`config.mk`:
```
export PLATFORM = sky130hd
export DESIGN_NAME = cmp_minmax_seq
export DESIGN_NICKNAME = d
export VERILOG_FILES = /design/src/rtl/cmp_pkg.sv /design/src/rtl/bitcomparex16.sv /design/src/rtl/cmp_minmax_seq.sv
export SDC_FILE = /design/constraint.sdc
export NUM_CORES = 1
export LEC_CHECK = 0
export CAP_MARGIN = 10
export CORE_UTILIZATION = 50
export DETAILED_ROUTE_END_ITERATION = 8
export PLACE_DENSITY = 0.76
export RECOVER_POWER = 100
export SYNTH_ARGS = -nofsm -noshare
export SYNTH_HDL_FRONTEND = slang
export SYNTH_HIERARCHICAL = 1
export SYNTH_SLANG_ARGS = --single-unit
```
`constraint.sdc`:
```
create_clock -name clk -period 4.1 [get_ports clk]
set_clock_uncertainty 0.15 [all_clocks]
set_input_delay 0.615 -clock clk [delete_from_list [all_inputs] [get_ports clk]]
set_output_delay 0.615 -clock clk [all_outputs]
set_load 0.01 [all_outputs]
```
`src/rtl/cmp_pkg.sv`:
```
// Shared definitions for the min/max sequencer: sample width and FSM state encoding.
package cmp_pkg;

    localparam int DATA_W = 16;

    typedef enum logic [2:0] {
        IDLE,
        FIRST,
        WAIT,
        CMP_MAX,
        CMP_MIN,
        DONE
    } state_t;

endpackage

```
`src/rtl/bitcomparex16.sv`:
```
// 16-bit unsigned magnitude comparator; exactly one of agreat/bgreat/equal is high.
module bitcomparex16
    import cmp_pkg::*;
(
    input  logic [DATA_W-1:0] a,
    input  logic [DATA_W-1:0] b,
    output logic              agreat,
    output logic              bgreat,
    output logic              equal
);

    assign agreat = (a > b);
    assign bgreat = (b > a);
    assign equal  = (a == b);

endmodule

```
`src/rtl/cmp_minmax_seq.sv`:
```
// Burst max/min finder time-sharing one magnitude comparator across the max and min checks.
// Define CMP_MINMAX_DUALCMP_EN for two comparators and a merged compare state (2 cycles/sample).
module cmp_minmax_seq
    import cmp_pkg::*;
#(
    parameter int CNT_W = 5
) (
    input  logic              clk,
    input  logic              reset,
    input  logic              start,
    input  logic [CNT_W-1:0]  len,
    input  logic              in_valid,
    output logic              in_ready,
    input  logic [DATA_W-1:0] in_data,
    output logic              busy,
    output logic              done,
    output logic [DATA_W-1:0] max_val,
    output logic [DATA_W-1:0] min_val,
    output logic [CNT_W-1:0]  max_idx,
    output logic [CNT_W-1:0]  min_idx
);

    state_t            state;
    state_t            next_state;
    logic [CNT_W-1:0]  len_reg;
    logic [CNT_W-1:0]  count;
    logic [CNT_W-1:0]  count_inc;
    logic [DATA_W-1:0] s_reg;
    logic              accept;
    logic              upd_max;
    logic              upd_min;
    logic              last_cmp;
    logic              ready_nxt;
    logic              busy_nxt;
    logic              done_nxt;

    assign accept    = in_valid & in_ready;
    assign count_inc = count + CNT_W'(1);

`ifdef CMP_MINMAX_DUALCMP_EN
    logic mx_agreat, mx_bgreat, mx_equal;
    logic mn_agreat, mn_bgreat, mn_equal;

    bitcomparex16 u_cmp_max (
        .a      (s_reg),
        .b      (max_val),
        .agreat (mx_agreat),
        .bgreat (mx_bgreat),
        .equal  (mx_equal)
    );

    bitcomparex16 u_cmp_min (
        .a      (s_reg),
        .b      (min_val),
        .agreat (mn_agreat),
        .bgreat (mn_bgreat),
        .equal  (mn_equal)
    );

    assign last_cmp = (state == CMP_MAX);
    assign upd_max  = last_cmp & mx_agreat & ~(mx_equal | mx_bgreat);
    assign upd_min  = last_cmp & mn_bgreat & ~(mn_equal | mn_agreat);
`else
    logic [DATA_W-1:0] cmp_b;
    logic              cmp_agreat, cmp_bgreat, cmp_equal;

    // One comparator: the running max is the reference in CMP_MAX, the running min in CMP_MIN.
    assign cmp_b = (state == CMP_MIN) ? min_val : max_val;

    bitcomparex16 u_cmp (
        .a      (s_reg),
        .b      (cmp_b),
        .agreat (cmp_agreat),
        .bgreat (cmp_bgreat),
        .equal  (cmp_equal)
    );

    assign last_cmp = (state == CMP_MIN);
    assign upd_max  = (state == CMP_MAX) & cmp_agreat & ~(cmp_equal | cmp_bgreat);
    assign upd_min  = (state == CMP_MIN) & cmp_bgreat & ~(cmp_equal | cmp_agreat);
`endif

    always_ff @(posedge clk) begin
        if (reset) state <= IDLE;
        else       state <= next_state;
    end

    always_comb begin
        next_state = state;
        case (state)
            IDLE:    if (start) next_state = (len == '0) ? DONE : FIRST;
            FIRST:   if (accept) next_state = (len_reg == CNT_W'(1)) ? DONE : WAIT;
            WAIT:    if (accept) next_state = CMP_MAX;
`ifdef CMP_MINMAX_DUALCMP_EN
            CMP_MAX: next_state = (count_inc == len_reg) ? DONE : WAIT;
`else
            CMP_MAX: next_state = CMP_MIN;
`endif
            CMP_MIN: next_state = (count_inc == len_reg) ? DONE : WAIT;
            DONE:    next_state = IDLE;
            default: next_state = IDLE;
        endcase
    end

    // Status outputs are decoded from the upcoming state so they can be registered with it.
    always_comb begin
        ready_nxt = (next_state == FIRST) || (next_state == WAIT);
        busy_nxt  = (next_state != IDLE);
        done_nxt  = (next_state == DONE);
    end

    always_ff @(posedge clk) begin
        if (reset) begin
            in_ready <= 1'b0;
            busy     <= 1'b0;
            done     <= 1'b0;
        end else begin
            in_ready <= ready_nxt;
            busy     <= busy_nxt;
            done     <= done_nxt;
        end
    end

    always_ff @(posedge clk) begin
        if (reset) begin
            len_reg <= '0;
            count   <= '0;
            s_reg   <= '0;
            max_val <= '0;
            min_val <= '0;
            max_idx <= '0;
            min_idx <= '0;
        end else begin
            case (state)
                IDLE: begin
                    if (start) begin
                        len_reg <= len;
                        count   <= '0;
                        if (len == '0) begin
                            max_val <= '0;
                            min_val <= '0;
                            max_idx <= '0;
                            min_idx <= '0;
                        end
                    end
                end
                FIRST: begin
                    if (accept) begin
                        max_val <= in_data;
                        min_val <= in_data;
                        max_idx <= '0;
                        min_idx <= '0;
                        count   <= CNT_W'(1);
                    end
                end
                WAIT: begin
                    if (accept) s_reg <= in_data;
                end
                default: ;
            endcase

            if (upd_max) begin
                max_val <= s_reg;
                max_idx <= count;
            end
            if (upd_min) begin
                min_val <= s_reg;
                min_idx <= count;
            end
            if (last_cmp) count <= count_inc;
        end
    end

endmodule

```
==> results of run 1 <==
## area by class of cell
type | count | area (sq um)
clock buffers | 9 | 124
clock inverters | 6 | 82.6
multi-input cells | 364 | 2150
well taps | 99 | 124
inverters | 30 | 113
fillers | 636 | 2530
flip-flops and latches | 74 | 1480
repair buffers | 85 | 805
## report_power, final
part           leakage (nW)  total, mW  switching (mW)  internal, mW
clock network         0.105      0.611           0.275         0.336
logic                  1.30      0.278           0.150         0.128
registers             0.599      0.763          0.0211         0.742
total                  2.00       1.65           0.446          1.21
## critical path: stages (launching register included)
cell and delay [ns]:
dfxtp_1 0.42, inv_1 0.07, or3_1 0.47, nand2_1 0.12, nand2_1 0.06, ha_1 0.28, nor2b_1 0.14, o211ai_1 0.09
a2111o_1 0.39, and3_1 0.21, nor2_1 0.16, nand3_2 0.34, buf_4 0.34, nor2_1 0.10, a2bb2oi_1 0.18, nor3_1 0.07
## logic make-up after synthesis
family,count (synthesis),share of synthesized area
AND/OR/NAND/NOR,219,0.261
multiplexers,6,0.0157
buffers and inverters,66,0.0698
AO/OA/AOI/OAI,116,0.207
flip-flops,74,0.379
XOR/XNOR,5,0.0112
adder cells (fa/ha/maj),18,0.0570
## what timing repair did
item	CTS	global route
gates resized for setup	0	1
setup endpoints to repair	0	12
hold endpoints to repair	0	0
## stage by stage
step	instances	instance area [sq um]	setup slack [ns]	util
CTS	667	4900	0.219	0.662
finish	667	4880	0.380	0.659
global route	667	4880	0.0841	0.659
detailed placement	652	4700	0.259	0.634
floorplan	504	3910	0.544	-
global placement	652	4700	0.381	0.634
## metal layers
metal | up-vias | share of wire | wire, um
met5 | - | 0 | 0
met4 | 0 | 0.017 | 187
met3 | 15 | 0.061 | 655
met2 | 171 | 0.49 | 5290
met1 | 1849 | 0.43 | 4660
li1 | 1888 | - | -
## Yosys cell counts, types with 2 or more instances
cell type	n	share of area
and3_1	7	0.011
or3_1	3	0.0048
ha_1	17	0.054
nor4_1	3	0.0048
nor2_1	62	0.060
dfxtp_1	74	0.38
o21ai_0	16	0.020
a21oi_1	30	0.038
a311oi_1	10	0.022
a31oi_1	2	0.0032
a22oi_1	2	0.0038
mux2i_1	5	0.013
inv_1	30	0.029
xnor2_1	3	0.0067
nor2b_1	5	0.0080
xor2_1	2	0.0045
buf_2	17	0.022
nand3b_1	2	0.0038
nor4b_2	2	0.0077
nand4_1	3	0.0048
nand2_1	86	0.083
nor3_1	22	0.028
a2bb2oi_1	29	0.065
nor3b_2	2	0.0064
o211ai_1	2	0.0038
a211oi_1	18	0.035
clkbuf_1	18	0.017
nand3_1	13	0.017
## cell usage in the layout, fill, tap and decap left out, types with 9 or more instances in the layout
master           synthesis  final
nand2_1                 86     86
dfxtp_1                 74     74
nor2_1                  62     61
dlygate4sd3_1            0     47
inv_1                   30     30
a21oi_1                 30     30
a2bb2oi_1               29     29
nor3_1                  22     22
clkdlybuf4s50_1          0     21
a211oi_1                18     18
ha_1                    17     17
o21ai_0                 16     16
nand3_1                 13     13
buf_4                    1     11
a311oi_1                10     10
clkbuf_8                 0      9
## path summary, 6_finish.rpt
kind,start,end,slack [ns],cells after the start
max,state[2],min_val[6],0.38,15
min,max_val[14],max_val[14],0.33,2
max reg2reg,state[2],min_val[6],0.38,15
min reg2reg,max_val[14],max_val[14],0.33,2
==> results_dict.tcl, run 1 <==
set metrics [dict create \
    critPathMaxFanout 15 \
    worst_slew_pin_slew_ns 1.32 \
    critPathLaunchType "flop" \
    grt_max_degree 52 \
    yosysSeqAreaShare 0.379 \
    vias 3923 \
    globalRouteTotalUtil 0.268 \
    grt_pass1_wl_mm 17.6 \
    worstSetupEndpointType "flop" \
    cp_data_arrival_time_ns 3.77 \
    syn_avg_cell_area_sq_um 7.76 \
    hold_buffers 0 \
    ant_nets 0 \
    rsz0062_at_grt "no" \
    dieArea_sq_um 8170 \
    cts.sinks 74 \
    grt_use_met3 0.0345 \
    drt_iter0_markers 264 \
    cts_max_path_buffers 2 \
    worstSkewPairLatency_ns 0.35 \
    ys_types 47 \
    ys.flop_type "dfxtp_1" \
    tns_ns 0 \
    antenna_cells 0 \
    synth_seq_cells 74 \
    synth_edf_count 0 \
    maxCapViolations 0 \
    avgViaCountPerCell 5.88 \
    ys_warn_count 6 \
    syn-cell-area_sq_um 3910 \
    use_met2 0.450 \
    p_per_area_nw_per_um2 339 \
    peakVddDrop_v 0.000200 \
    antenna_found_initial 0 \
    io_pins 70 \
    finalNetCount 606 \
    synthesis.nets 546 \
    htree_num_levels 3 \
    firstDrtPassIters 5 \
    max_freq_mhz 269 \
    coreArea_sq_um 7410 \
    fin_crit_sh 0.907 \
    die_h_um 90.4 \
    gr-total-overflow 0 \
    synth_cells 504 \
    drc_errors 0 \
    relSlewSlack 0.106 \
    clockRootBuffer "clkbuf_8" \
    async_reset_ff_frac 0 \
    totalWireLength_mm 10.8 \
    drv_slew 0 \
    tritoncts "done" \
    crit_type "reg -> reg" \
    clk_pin_slew_ns 0.08 \
    finalCriticalPeriod_ns 3.72 \
    final_layout_size_suffix_gt1_frac 0.0651 \
    cts_buffers 9 \
    finalHoldViolCount 0 \
    gp_congestion 0.838 \
    worstHoldPathType "reg -> reg" \
    power_mw 1.65 \
    num_rows 31 \
    postCtsSetupBuffers 0 \
    required_ns 4.15 \
    grt_busiest_layer "met2" \
    whs_ns 0.330 \
    drt-wirelength-per-cell_um 16.2 \
    leakage_nw 2.00 \
    area_growth_pct 24.8 \
    status "completed" \
    port_buffers 69 \
    hpwl_mm 7.30 \
    start_util 0.528 \
    setup_viol 0 \
    die_w_um 90.4 \
    grt_use_met1 0.344 \
    grt_pass1_vias 3612 \
]
Power figures use the tool's default switching activity.
==> run 2, diff against run 1 <==
CORE_ASPECT_RATIO = 1.4   (was unset)
HOLD_SLACK_MARGIN = 0.03   (was unset)
==> results_dict.tcl, run 2 (synthesized netlist as in run 1, its figures left out) <==
set metrics [dict create \
    status "complete, but fails checks" \
    violations "capacitance limit, slew limit" \
    gp_congestion 0.865 \
    worst-r2r-setup-slack_ns 0.38 \
    grt_pass1_wl_mm 17.3 \
    stdcell_count 662 \
    p_sw_mw 0.448 \
    clk_pin_slew_ns 0.07 \
    r2r_cells 13 \
    max_freq_mhz 269 \
    finalCriticalPeriod_ns 3.72 \
    tritoncts "done" \
    finalNetCount 603 \
    drt_iter0_markers 236 \
    p_int_mw 1.22 \
    cts_resized 0 \
    dpl_cell_area_sq_um 4670 \
    cts.sinks 74 \
    final_cell_mix "nand2_1, dfxtp_1, nor2_1" \
    gr-total-overflow 0 \
    leakage_nw 2.00 \
    cp_data_arrival_time_ns 3.77 \
    critPathLaunchType "flop" \
    reg2reg_from "state[2]" \
    rsz0062_at_grt "no" \
    area_growth_pct 24.8 \
    fin_crit_sh 0.908 \
    grt_max_degree 50 \
    firstDrtPassIters 5 \
    die_w_um 76.7 \
    seqPwrFrac 0.458 \
    setup_ws_ns 0.376 \
    port_buffers 69 \
    wl_met2_mm 5.41 \
    relSlewSlack -0.347 \
    cts_max_path_buffers 2 \
    coreArea_sq_um 7450 \
    final_layout_size_suffix_gt1_frac 0.0655 \
    place_ws_ns 0.276 \
    r2r-end "max_val[13]" \
    start_util 0.524 \
    clockRootBuffer "clkbuf_8" \
    drc_errors 0 \
    hpwl_mm 7.31 \
    worst_slew_pin_slew_ns 2.02 \
    n_fill_cell 651 \
    antenna_found_initial 0 \
    min_from "max_val[14]" \
    drt-wirelength-per-cell_um 16.0 \
    num_rows 37 \
    dp.cells 647 \
    antenna_cells 0 \
    wl_met3_um 607 \
    totalWireLength_mm 10.6 \
    tns_ns 0 \
    highest-signal-layer "met4" \
    hold_end "max_val[14]" \
    drv_slew 17 \
    wl_met1_mm 4.16 \
    setup_viol 0 \
    ant_nets 0 \
    worstSetupEndpointType "flop" \
    dieArea_sq_um 8180 \
    grt_pass1_vias 3816 \
    final_area_sq_um 4880 \
    combPwrFrac 0.165 \
    io_pins 70 \
    cts_buffers 9 \
    min_path_cells 2 \
    htree_num_levels 3 \
    die_h_um 107 \
    maxCapViolations 1 \
    switching_share 0.269 \
    postCtsSetupBuffers 0 \
    clockPowerShare 0.377 \
    globalRouteTotalUtil 0.268 \
    peakVddDrop_v 0.000221 \
    crit_type "reg -> reg" \
    vias 3904 \
    layout_commonest_cell "nand2_1" \
    p_per_area_nw_per_um2 342 \
    whs_ns 0.336 \
    critPathMaxFanout 30 \
    finalHoldViolCount 0 \
    hold_buffers 0 \
    worstHoldPathType "reg -> reg" \
    worstSkewPairLatency_ns 0.36 \
    required_ns 4.14 \
    avgViaCountPerCell 5.90 \
]
-- run 2: cell count changes in the layout (fill, tap and decap cells not counted), sizes merged --
cell	change
buf	-3
clkinvlp	-1
clkbuf	+1
-- run 2: worst max path at each step --
stage / start / endpoint / slack [ns] / depth (start not counted)
floorplan: state[1] / max_val[10] / 0.54 / 14
global placement: state[2] / max_val[7] / 0.40 / 11
detailed placement: state[2] / max_val[4] / 0.28 / 11
CTS: state[2] / max_val[3] / 0.26 / 11
global route: state[2] / max_val[15] / 0.04 / 13
finish: state[2] / max_val[13] / 0.38 / 13
-- run 2: power groups by stage --
stage | combinational [mW] | clock, mW | sequential, mW
2_1_floorplan | 0.169 | 0 | 0.782
3_3_place_gp | 0.267 | 0 | 0.780
3_5_place_dp | 0.274 | 0 | 0.780
4_1_cts | 0.277 | 0.637 | 0.764
5_1_grt | 0.301 | 0.667 | 0.766
6_report | 0.275 | 0.629 | 0.763
-- run 2: cell type report --
| cell class | count | area (sq um) | share of cell area |
|---|---|---|---|
| multi-input combinational | 364 | 2160 | 0.443 |
| sequential | 74 | 1480 | 0.304 |
| timing repair buffer | 82 | 787 | 0.161 |
| clock buffer | 10 | 138 | 0.0282 |
| tap | 97 | 121 | 0.0249 |
| inverter | 30 | 113 | 0.0231 |
| clock inverter | 5 | 78.8 | 0.0162 |
-- run 2: per-stage QoR --
step                      power, mW  utilization
after CTS                      1.68        0.656
final                          1.67        0.654
after detailed placement       1.05        0.627
after floorplan               0.951            -
after global routing           1.73        0.654
after global placement         1.05        0.627
-- run 2: routing by layer --
metal / global-route usage / vias up
li1: - / 1872
met1: 0.287 / 1853
met2: 0.481 / 138
met3: 0.0477 / 41
met4: 0.174 / 0
met5: 0 / -
-- run 2: worst max-delay path, stage by stage, from the launching register on --
cell	delay, ns
dfxtp_1	0.42
nor3b_4	0.40
buf_12	0.22
o21ai_0	0.10
ha_1	0.34
nand4_1	0.19
nor4_2	0.44
a31oi_1	0.14
nor4b_1	0.39
nand3_1	0.18
buf_4	0.22
nor2_1	0.10
a2bb2oi_1	0.19
a211oi_1	0.07
==> run 3, diff against run 2 <==
==> constraint.sdc (replaced) <==
create_clock -name clk -period 4.1 [get_ports clk]
set_clock_uncertainty 0.15 [all_clocks]
set_input_delay 1.025 -clock clk [delete_from_list [all_inputs] [get_ports clk]]
set_output_delay 1.025 -clock clk [all_outputs]
set_load 0.01 [all_outputs]
==> results_dict.tcl, run 3 (synthesized netlist as in run 1, its figures left out) <==
set metrics [dict create \
    status "completed" \
    tritoncts "done" \
    dpl_cell_area_sq_um 4680 \
    slowest_stage "nor4_1" \
    drc_errors 0 \
    final_layout_size_suffix_gt1_frac 0.0688 \
    hold_end "max_val[14]" \
    clockRootBuffer "clkbuf_8" \
    cpPeakStageDelay_ns 0.52 \
    seqPwrFrac 0.465 \
    fin_crit_sh 0.919 \
    finalCriticalPeriod_ns 3.77 \
    whs_ns 0.333 \
    place_ws_ns 0.280 \
    r2r-end "max_val[13]" \
    avgViaCountPerCell 5.71 \
    crit_chain "nor3b_4, buf_12, o21ai_0, ha_1, nand4_1, nor4_1, a31oi_1, nor4b_1, nand3_1, buf_4, nor2_1, a2bb2oi_1, a211oi_1" \
    grt_pass1_vias 3660 \
    p_sw_mw 0.481 \
    cts.sinks 74 \
    io_pins 70 \
    final_cell_mix "nand2_1, dfxtp_1, nor2_1" \
    worst-r2r-setup-slack_ns 0.33 \
    drv_slew 0 \
    port_buffers 69 \
    htree_num_levels 3 \
    drt_iter0_markers 230 \
    finalNetCount 604 \
    cp_data_arrival_time_ns 3.82 \
    worstSetupEndpointType "flop" \
    antenna_found_initial 0 \
    vias 3791 \
    cts_buffers 9 \
    start_util 0.524 \
    min_from "max_val[14]" \
    drt-wirelength-per-cell_um 15.8 \
    r2r_cells 13 \
    p_int_mw 1.16 \
    final_util 0.654 \
    dieArea_sq_um 8180 \
    leakage_nw 2.00 \
    tns_ns 0 \
    stdcell_count 664 \
    multiInputGateArea_sq_um 2160 \
    switching_share 0.294 \
    n_fill_cell 686 \
    grt_pass1_wl_mm 17.2 \
    layout_commonest_cell "nand2_1" \
    die_h_um 107 \
    globalRouteTotalUtil 0.267 \
    peakVddDrop_v 0.000239 \
    maxCapViolations 0 \
    antenna_cells 0 \
    worstSkewPairLatency_ns 0.35 \
    cts_max_path_buffers 2 \
    critPathMaxFanout 30 \
    relSlewSlack 0.152 \
    reg2reg_from "state[2]" \
    grt_max_degree 44 \
    gr-total-overflow 0 \
    worst_slew_pin_slew_ns 1.25 \
    clockPowerShare 0.367 \
    totalWireLength_mm 10.5 \
    combPwrFrac 0.168 \
    area_growth_pct 24.8 \
    setup_ws_ns 0.331 \
    power_mw 1.64 \
    min_path_cells 2 \
    p_per_area_nw_per_um2 336 \
    clk_pin_slew_ns 0.09 \
    finalHoldViolCount 0 \
    setup_viol 0 \
    rsz0062_at_grt "no" \
    coreArea_sq_um 7450 \
    die_w_um 76.7 \
    critPathLaunchType "flop" \
    seq_area_sq_um 1480 \
    dp.cells 648 \
    gp_congestion 0.871 \
    crit_type "reg -> reg" \
    required_ns 4.15 \
    num_rows 37 \
    worstHoldPathType "reg -> reg" \
    hpwl_mm 7.24 \
    ant_nets 0 \
    firstDrtPassIters 4 \
    max_freq_mhz 265 \
    final_area_sq_um 4880 \
]
-- run 3: final cells by class --
type	instances	area share
multi-input combinational	364	0.442
sequential	74	0.304
timing repair buffer	83	0.163
clock buffer	9	0.0254
tap	97	0.0249
inverter	30	0.0231
clock inverter	7	0.0172
-- run 3: power groups by stage --
stage | sequential, mW | clock (mW) | combinational, mW
floorplan | 0.782 | 0 | 0.169
global placement | 0.780 | 0 | 0.268
detailed placement | 0.781 | 0 | 0.275
CTS | 0.764 | 0.615 | 0.277
global route | 0.766 | 0.648 | 0.299
finish | 0.763 | 0.602 | 0.275
-- run 3: worst max path at each step --
stage	from	to	slack, ns	depth (start not counted)
2_1_floorplan	state[1]	max_val[10]	0.54	14
3_3_place_gp	state[2]	max_val[7]	0.39	11
3_5_place_dp	state[2]	max_val[7]	0.28	11
4_1_cts	state[2]	max_val[7]	0.26	11
5_1_grt	state[2]	max_val[13]	0.03	13
6_report	state[2]	max_val[13]	0.33	13
-- run 3: what timing repair did --
item                       CTS  global route
hold buffers                 0             0
gates resized for setup      0             1
setup buffers                0             0
setup endpoints to repair    0             9
-- run 3: worst max-delay path: cells and delay by family (launching register included) --
| family | cells | cell delay [ns] |
|---|---|---|
| buffers and inverters | 2 | 0.46 |
| adder cells (fa/ha/maj) | 1 | 0.31 |
| flip-flops | 1 | 0.43 |
| AND/OR/NAND/NOR | 6 | 1.72 |
| AO/OA/AOI/OAI | 4 | 0.51 |
-- run 3: routing by layer --
layer  GRT usage  part of all wire
met5           0                 0
met4       0.128             0.018
met3      0.0528             0.048
met2       0.469              0.53
met1       0.308              0.41
